`src/rtl/icache_if.sv`:
```
// Fetch-side request/response and controller refill signals of the instruction cache.
// The slave modport is the cache; the master modport is the datapath/controller side.
interface icache_if;
   logic        imemREN;
   logic [31:0] imemaddr;
   logic        iflush;
   logic        ihit;
   logic [31:0] imemload;
   logic        iREN;
   logic [31:0] iaddr;
   logic        iwait;
   logic [31:0] iload;

   modport slave (
      input  imemREN, imemaddr, iflush, iwait, iload,
      output ihit, imemload, iREN, iaddr
   );

   modport master (
      output imemREN, imemaddr, iflush, iwait, iload,
      input  ihit, imemload, iREN, iaddr
   );
endinterface

```
`src/rtl/icache.sv`:
```
// Direct-mapped read-only instruction cache, one word per frame, single-word refill
// from the memory controller; iflush invalidates everything and abandons a refill.
module icache #(
   parameter int FRAMES = 16
) (
   input  logic        CLK,
   input  logic        RST,
   icache_if.slave     bus,
   output logic [31:0] hit_cnt,
   output logic [31:0] miss_cnt
);
   localparam int IW = $clog2(FRAMES);
   localparam int TW = 30 - IW;

   typedef enum logic {IDLE, FETCH} state_e;

   state_e            state_q, state_d;
   logic [FRAMES-1:0] valid_q, valid_d;
   logic [TW-1:0]     tag_q  [FRAMES];
   logic [31:0]       data_q [FRAMES];
   logic [29:0]       miss_q, miss_d;
   logic [31:0]       hit_cnt_q, hit_cnt_d;
   logic [31:0]       miss_cnt_q, miss_cnt_d;

   logic [TW-1:0] req_tag;
   logic [IW-1:0] req_idx;
   logic [IW-1:0] fill_idx;
   logic          hit;
   logic          fill;
   logic          unused_offset;

   function automatic logic [31:0] sat_inc(input logic [31:0] v);
      return (v == '1) ? v : v + 32'd1;
   endfunction

   assign req_tag       = bus.imemaddr[31:IW+2];
   assign req_idx       = bus.imemaddr[IW+1:2];
   assign fill_idx      = miss_q[IW-1:0];
   assign unused_offset = ^bus.imemaddr[1:0];

   // Hits are only served from IDLE and are masked by a flush in the same cycle.
   assign hit = (state_q == IDLE) && bus.imemREN && !bus.iflush &&
                valid_q[req_idx] && (tag_q[req_idx] == req_tag);

   always_comb begin
      state_d    = state_q;
      valid_d    = valid_q;
      miss_d     = miss_q;
      hit_cnt_d  = hit_cnt_q;
      miss_cnt_d = miss_cnt_q;
      fill       = 1'b0;
      case (state_q)
         IDLE: begin
            if (hit) begin
               hit_cnt_d = sat_inc(hit_cnt_q);
            end else if (bus.imemREN && !bus.iflush) begin
               miss_d     = bus.imemaddr[31:2];
               miss_cnt_d = sat_inc(miss_cnt_q);
               state_d    = FETCH;
            end
         end
         FETCH: begin
            if (!bus.iwait && !bus.iflush) begin
               fill              = 1'b1;
               valid_d[fill_idx] = 1'b1;
               state_d           = IDLE;
            end
         end
         default: state_d = IDLE;
      endcase
      if (bus.iflush) begin
         valid_d = '0;
         state_d = IDLE;
      end
   end

   always_ff @(posedge CLK or posedge RST) begin
      if (RST) begin
         state_q    <= IDLE;
         valid_q    <= '0;
         miss_q     <= '0;
         hit_cnt_q  <= '0;
         miss_cnt_q <= '0;
      end else begin
         state_q    <= state_d;
         valid_q    <= valid_d;
         miss_q     <= miss_d;
         hit_cnt_q  <= hit_cnt_d;
         miss_cnt_q <= miss_cnt_d;
      end
   end

   // Tag/data arrays are guarded by valid_q, so they carry no reset.
   always_ff @(posedge CLK) begin
      if (fill) begin
         tag_q[fill_idx]  <= miss_q[29:IW];
         data_q[fill_idx] <= bus.iload;
      end
   end

   assign bus.ihit     = hit;
   assign bus.imemload = hit ? data_q[req_idx] : '0;
   assign bus.iREN     = (state_q == FETCH);
   assign bus.iaddr    = (state_q == FETCH) ? {miss_q, 2'b00} : '0;
   assign hit_cnt      = hit_cnt_q;
   assign miss_cnt     = miss_cnt_q;
endmodule

```
`src/flat_wrapper.sv`:
```
// flat-port wrapper written by rule: the top's interface ports become plain ports
module icache_flat 
#(
   parameter int FRAMES = 16
)
  (CLK, RST, hit_cnt, miss_cnt, bus_imemREN, bus_imemaddr, bus_iflush, bus_iwait, bus_iload, bus_ihit, bus_imemload, bus_iREN, bus_iaddr);
  icache_if bus_i ();
  input  logic CLK;
  input  logic RST;
  output logic [31:0] hit_cnt;
  output logic [31:0] miss_cnt;
  input wire logic [$bits(bus_i.imemREN)-1:0] bus_imemREN;
  input wire logic [$bits(bus_i.imemaddr)-1:0] bus_imemaddr;
  input wire logic [$bits(bus_i.iflush)-1:0] bus_iflush;
  input wire logic [$bits(bus_i.iwait)-1:0] bus_iwait;
  input wire logic [$bits(bus_i.iload)-1:0] bus_iload;
  output wire logic [$bits(bus_i.ihit)-1:0] bus_ihit;
  output wire logic [$bits(bus_i.imemload)-1:0] bus_imemload;
  output wire logic [$bits(bus_i.iREN)-1:0] bus_iREN;
  output wire logic [$bits(bus_i.iaddr)-1:0] bus_iaddr;
  assign bus_i.imemREN = bus_imemREN;
  assign bus_i.imemaddr = bus_imemaddr;
  assign bus_i.iflush = bus_iflush;
  assign bus_i.iwait = bus_iwait;
  assign bus_i.iload = bus_iload;
  assign bus_ihit = bus_i.ihit;
  assign bus_imemload = bus_i.imemload;
  assign bus_iREN = bus_i.iREN;
  assign bus_iaddr = bus_i.iaddr;
  icache #(.FRAMES(FRAMES)) u_core (.CLK(CLK), .RST(RST), .bus(bus_i), .hit_cnt(hit_cnt), .miss_cnt(miss_cnt));
endmodule
```
`config.mk`:
```
export PLATFORM = sky130hd
export DESIGN_NAME = icache_flat
export DESIGN_NICKNAME = d
export VERILOG_FILES = /design/src/rtl/icache_if.sv /design/src/rtl/icache.sv /design/src/flat_wrapper.sv
export SDC_FILE = /design/constraint.sdc
export NUM_CORES = 1
export LEC_CHECK = 0
export CAP_MARGIN = 10
export CORE_ASPECT_RATIO = 1.1
export CORE_MARGIN = 8
export CORE_UTILIZATION = 37
export DETAILED_ROUTE_END_ITERATION = 8
export SLEW_MARGIN = 25
export SYNTH_ARGS = -nofsm -noshare
export SYNTH_HDL_FRONTEND = slang
export SYNTH_SLANG_ARGS = --single-unit
```
`constraint.sdc`:
```
create_clock -name CLK -period 5.7 [get_ports CLK]
set_clock_uncertainty 0.15 [all_clocks]
set_input_delay 0.855 -clock CLK [delete_from_list [all_inputs] [get_ports CLK]]
set_output_delay 0.855 -clock CLK [all_outputs]
set_load 0.005 [all_outputs]
```
==> impl_metrics.toml <==
[cells_and_area]
nNetsFinal = 2348
area_delta_synth_final_pct = 18.8
mostFrequentLayoutCells = "928 x edfxtp_1, 255 x mux4_2, 190 x clkdlybuf4s50_1, 110 x dfrtp_1, 108 x clkbuf_16"
utilization_pct = 44.2
instances_no_fill = 3804
drive_above_1_share_pct = 25.1
final_common_cell = "edfxtp_1"
nFillCells = 9354

[route]
vias_per_cell = 5.36
routed_wl_microns = 101000
vias = 20400
drc = 0
routedWlPerCell_microns = 26.6
drt-initial-drc-count = 2023
antenna_left = 0
drt-pass1-iter-count = 5

[floorplan]
fp-row-count = 128
core_area_sq_mm = 0.111
initial_utilization_pct = 37.2
die_width_microns = 334
die_h_microns = 366
dieArea_sq_mm = 0.122
num_io_pins = 199

[yosys]
ys_ff_latch = 1039
synth.area.mux_share_pct = 16.9
synthTopCellsByArea = "edfxtp_1 68%, mux4_2 14%, dfrtp_1 6.8%, mux2i_1 1.6%, mux2_2 1.3%"
ys_seq_area_share_pct = 74.5
synth.avg_cell_area_sq_um = 20.8
synthDistinctLibCells = 55
ys_async_sr_fraction_pct = 10.7
yosys.area_share.simple_pct = 4.75
synthCells = 1981
synth_adder_area_share_pct = 0.0609
synthXorXnorAreaFrac_pct = 1.87
synth-compound-area-share_pct = 0.551
synth_area_sq_mm = 0.0411
synth_ff_type = "edfxtp_1"
synth_edf_count = 928
yosysWarningCount = 0
yosys.area.top_type_share_pct = 67.8
synth_top_cell_by_area = "edfxtp_1"
synth_top_family_by_area = "multiplexers"

[setup_path]
critPathMaxFanout = 32
critPathSlowestCell = "or3_4"
critical_path_class = "in2out"
end_kind = "primary output"
reg2reg_slack_ns = 1.27
crit_family = "simple AND/OR/NAND/NOR gates"
crit_path_start_kind = "primary input"
path_cells = "buf_6 > buf_12 > nor2b_1 > a221oi_2 > mux2_2 > a2111o_1 > or4_1 > or3_4 > buf_12 > nor2b_1 > clkdlybuf4s50_1"
max_stage_delay_ns = 0.57
arrival_ns = 4.56
endpoint = "bus_imemload[30]"
cp_num_buf_inv = 4
cp.depth = 11
worstPathRequired_ns = 4.70
crit_start = "bus_imemaddr[5]"
rr_worst_depth = 12
r2r_start = "u_core.tag_q[15][23]"
reg2reg_to = "u_core.miss_q[19]"

[clocking]
cts_buffer_depth = 3
insertion_delay_ns = 0.67
clk_pin_slew_ns = 0.06
cts_sinks = 1039
cts_hold_buf = 0
htree_num_levels = 3
cts_made_buffers = 107
cts_tree = "built"
cts-root-buf = "clkbuf_16"

[power]
switchingPower_mw = 3.59
swShare_pct = 21.8
total_power_mw = 16.4
p_int_mw = 12.9
power.share.clock_pct = 40.8
p_leak_nw = 16.1
power_density_mw_per_mm2 = 337
power_frac_comb_pct = 5.8
irDropWorstVdd_v = 0.000230
seqPwrFrac_pct = 53.4

[global_routing]
grt_use_total_pct = 16.3
grt_first_pass_wirelength_microns = 148000
grt_overflow_total = 0
grt_max_degree = 82
grt_pass1_vias = 21700
antenna_found_initial = 12

[sta]
hold_viol_final = 0
finalSetupTns_ns = 0
max_freq_mhz = 180
slew_headroom_pct = 35.5
fin_crit_ns = 5.57
setup_violations = 0
rsz0062_at_grt = "false"
slew_violations = 0
timing.final.crit_share_pct = 97.7
hold-worst-slack_ns = 0.342
worst_slew_pin_slew_ns = 0.958

[place]
place.gp.congestion = 0.780
hpwl_microns = 58500
placedCellCount = 3598
io_buffers = 194

[worst_hold_path]
hold_path_class = "reg2reg"

[job]
max_cap_viol_count = 0

[outcome]
outcome = "finished, final reports clean"
-- worst reg2reg max path: cells and delay by family (launching register included) --
family,cells,cell delay [ns]
multiplexers,3,1.14
buffers and inverters,3,0.74
XOR/XNOR,1,0.19
flip-flops,1,0.36
AND/OR/NAND/NOR,5,1.76
-- metal layers --
layer	vias up	GRT usage, %	wire length (microns)
li1	8687	-	-
met1	10900	21.8	43100
met2	607	27.3	50000
met3	146	3.35	5810
met4	2	4.34	2240
met5	-	0	13
-- power groups by stage --
stage / clock [mW] / combinational, mW / sequential, mW
after CTS: 6.85 / 0.969 / 8.78
after floorplan: 0 / 0.545 / 8.84
after global routing: 7.11 / 1.03 / 8.81
final: 6.71 / 0.951 / 8.79
after global placement: 0 / 0.952 / 8.91
after detailed placement: 0 / 0.964 / 8.94
-- flip-flops by register name, indices dropped and copies added, names as in the netlist --
signal / flops
u_core.bus.iREN: 1
u_core.data_q: 512
u_core.hit_cnt: 32
u_core.miss_cnt: 32
u_core.miss_q: 30
u_core.tag_q: 416
u_core.valid_q: 16
-- how the worst min path moves through the flow --
stage	start	cells after the start	to
finish	u_core.miss_cnt[15]	1	u_core.miss_cnt[15]
global route	u_core.hit_cnt[4]	1	u_core.hit_cnt[4]
CTS	u_core.miss_cnt[15]	1	u_core.miss_cnt[15]
detailed placement	u_core.hit_cnt[20]	1	u_core.hit_cnt[20]
global placement	u_core.valid_q[0]	2	u_core.valid_q[0]
floorplan	u_core.valid_q[10]	2	u_core.valid_q[10]
-- Yosys cell counts (all sizes together), types with 3 or more instances --
cell type	number
a221oi	6
mux4	255
nand2	31
nor3b	8
o21ai	4
or3	7
xor2	46
nor4b	4
mux2	49
and3	25
inv	6
clkbuf	40
nand4b	9
and2	33
xnor2	42
mux2i	66
nor2b	42
buf	60
nand3	40
nand4	20
nor4	10
nor2	69
or2	4
nor3	20
nand2b	10
nand3b	3
a21oi	5
o22ai	6
dfrtp	111
edfxtp	928
-- cell type report --
type                            count  area, sq um  share of cell area [%]
Multi-Input combinational cell    837        10100                    20.7
Timing Repair Buffer              286         2880                    5.89
Clock buffer                      133         2840                    5.81
Antenna cell                        7         17.5                  0.0359
Tap cell                         1430         1790                    3.66
Inverter                            6         25.0                  0.0512
Sequential cell                  1039        30600                    62.7
Clock inverter                     66          534                    1.09
-- stage by stage --
stage	worst slack, ns	area, sq um
global route	0.00107	48800
global placement	-0.0600	45400
detailed placement	-0.0291	45400
floorplan	0.685	41100
CTS	0.0324	48800
finish	0.134	48900
-- cell families after synthesis --
family	after synthesis
other cells	1
xor+xnor	88
mux	370
simple gates	343
flops	1039
compound gates	32
fa+ha+maj	2
buf+inv	106
-- what timing repair did --
item                       CTS  global route
pin swaps                    0             0
setup buffers                0             0
setup endpoints to repair   29            32
resized for setup            1            10
(Power assumes the default switching activity.)
==> RTL edit, RTL diff (config.mk and constraints unchanged) <==
`FRAMES` is set to 16 in 2 places; all go to 32.
--- a/src/rtl/icache.sv
+++ b/src/rtl/icache.sv
@@ -1,7 +1,7 @@
 // Direct-mapped read-only instruction cache, one word per frame, single-word refill
 // from the memory controller; iflush invalidates everything and abandons a refill.
 module icache #(
-   parameter int FRAMES = 16
+   parameter int FRAMES = 32
 ) (
    input  logic        CLK,
    input  logic        RST,
--- a/src/flat_wrapper.sv
+++ b/src/flat_wrapper.sv
@@ -1,7 +1,7 @@
 // flat-port wrapper written by rule: the top's interface ports become plain ports
 module icache_flat 
 #(
-   parameter int FRAMES = 16
+   parameter int FRAMES = 32
 )
   (CLK, RST, hit_cnt, miss_cnt, bus_imemREN, bus_imemaddr, bus_iflush, bus_iwait, bus_iload, bus_ihit, bus_imemload, bus_iREN, bus_iaddr);
   icache_if bus_i ();
Check against the original RTL: not settled (the Yosys comparison gave no result); the edit may change what the design does.
==> RTL edit against the unedited design <==
  * Area after synthesis is 84% higher
  * Wire length is 97% higher
  * Maximum frequency barely moved
  * Final area up 83%
  * Critical path depth rose by 3
  * Total power rose by 87%
  * Worst setup slack better by 0.0048 ns
  * Sequential cell count up 912
  * Critical endpoint is now bus_imemload[23]
  * Largest power group unchanged
==> RTL edit: results (changes against the unedited design) <==
initial antenna violation count=14 (+2); clock-pin slew on the worst setup and hold paths=0.06 ns (about the same); synth top area cells=edfxtp_1 72%, mux4_2 14%, dfrtp_1 4.2%; H-tree Lvls=4 (+1); leakage power=28.9 nW (+79%); Worst Hold Class=reg2reg; deepest clock path buffer count=3 (unchanged); Iter 0 DRT Violations=4,135 (+100%); buffer count from post-CTS setup fixing=0 (unchanged); CTS buffer count=195 (+82%); Vias/cell=5.51 (+2.7%); routability cong.=0.777 (-0.32%); fin cells=6,885 (+81%); WP data arrival=4.56 ns (about the same); GR met3 Demand/Resource=3.25% (-0.10 points); met1 Usage GRT=25.8% (+4.0 points); Slowest-stage cell, CP=nor2_1; share of layout cells above drive strength 1=25.7% (+0.58 points); largest net degree at the start of global routing=103 (+26%); max incr delay on CP=0.54 ns (-0.03 ns); biggest regs=u_core.data_q (1024), u_core.tag_q (800); relative slew slack=27.1% (-8.4 points); vias in the first global route=38.1k (+76%); met1 wire length=87,400 µm (+100%); synth unique cells=55 (unchanged); syn avg cell area=21.2 µm² (+2.4%); routed length per instance=28.9 µm (+8.8%); top_reg_cell synth=edfxtp_1; Cell Area, Placed=0.0829 mm² (+83%); DP HPWL=109,000 µm (+86%); met2 wire length=93,800 µm (+87%); top cells by count, synth=1,824 x edfxtp_1, 456 x mux4_2, 186 x mux2i_1; clock latency on the worst-skew pair=0.86 ns (+0.19 ns); peak supply drop=0.000253 V (+9.8%); Yosys warnings=0 (unchanged); Clock Root Buffer=clkbuf_16; first-pass GRT wire length=282,000 µm (+91%); DR pass1 iterations=7 (+2); M2 GR Usage=27.7% (+0.40 points); number of synthesized flops with an enable pin=1,824 (+97%); Max-Cap Viols=0 (unchanged); Seq/Total Area, Yosys=76.5% (+1.9 points); critical path peak fanout=24 (-25%); met3 WL post-DR=13,800 µm (+140%); Nets=4,055 (+73%); post_cts resized=0 (-1); IO Port Bufs=194 (unchanged); cell count after placement=6,514 (+81%); pre-CTS WS=0.0388 ns (+0.0680 ns); status=finished clean; Synth async-reset ratio=6.51% (-4.2 points); Tot GR Track Use=17.7% (+1.4 points)
-- RTL edit: power by group --
| part | internal, W | switching, W | total [W] |
|---|---|---|---|
| logic | 0.000694 | 0.000849 | 0.00154 |
| clock network | 0.00726 | 0.00555 | 0.0128 |
| registers | 0.0161 | 0.000387 | 0.0164 |
-- RTL edit: path summary, 6_finish.rpt --
path                       slack, ns                 to                  from  cells after the start
setup / recovery                0.14   bus_imemload[23]       bus_imemaddr[5]                     14
hold / removal                  0.33  u_core.hit_cnt[9]     u_core.hit_cnt[9]                      1
setup reg to reg                1.42   u_core.miss_q[3]  u_core.tag_q[30][18]                     15
hold reg to reg                 0.33  u_core.hit_cnt[9]     u_core.hit_cnt[9]                      1
max in group asynchronous       4.04   u_core.miss_q[7]                   RST                      3
min in group asynchronous       0.37  u_core.hit_cnt[9]                   RST                      2
-- RTL edit: cell type report --
class | count | area, µm²
Antenna cell | 4 | 10.0
Clock buffer | 236 | 5060
Clock inverter | 130 | 1400
Fill cell | 17400 | 115000
Inverter | 45 | 181
Multi-Input combinational cell | 1381 | 17100
Sequential cell | 1951 | 58000
Tap cell | 2728 | 3410
Timing Repair Buffer | 410 | 4290
-- RTL edit: cell families (layout without fill, tap and decap cells) --
group                      count (synthesis)  in the layout  synth area share, %
DFF                                     1951           1951                 76.5
muxes                                    677            677                 16.5
and+or+nand+nor                          442            442                 2.97
buffers and inverters                    237            821                 1.41
AOI/OAI and AO/OA                        173            173                 1.62
xor gates and xnor gates                  85             85                0.982
adders and majority gates                  2              2               0.0330
other                                      1              6              0.00495
-- RTL edit: critical path: cells and delay by family --
kind / cells / cell delay [ns]
AND/OR/NAND/NOR: 7 / 1.84
buffers and inverters: 5 / 1.43
AO/OA/AOI/OAI: 1 / 0.24
XOR/XNOR: 1 / 0.10
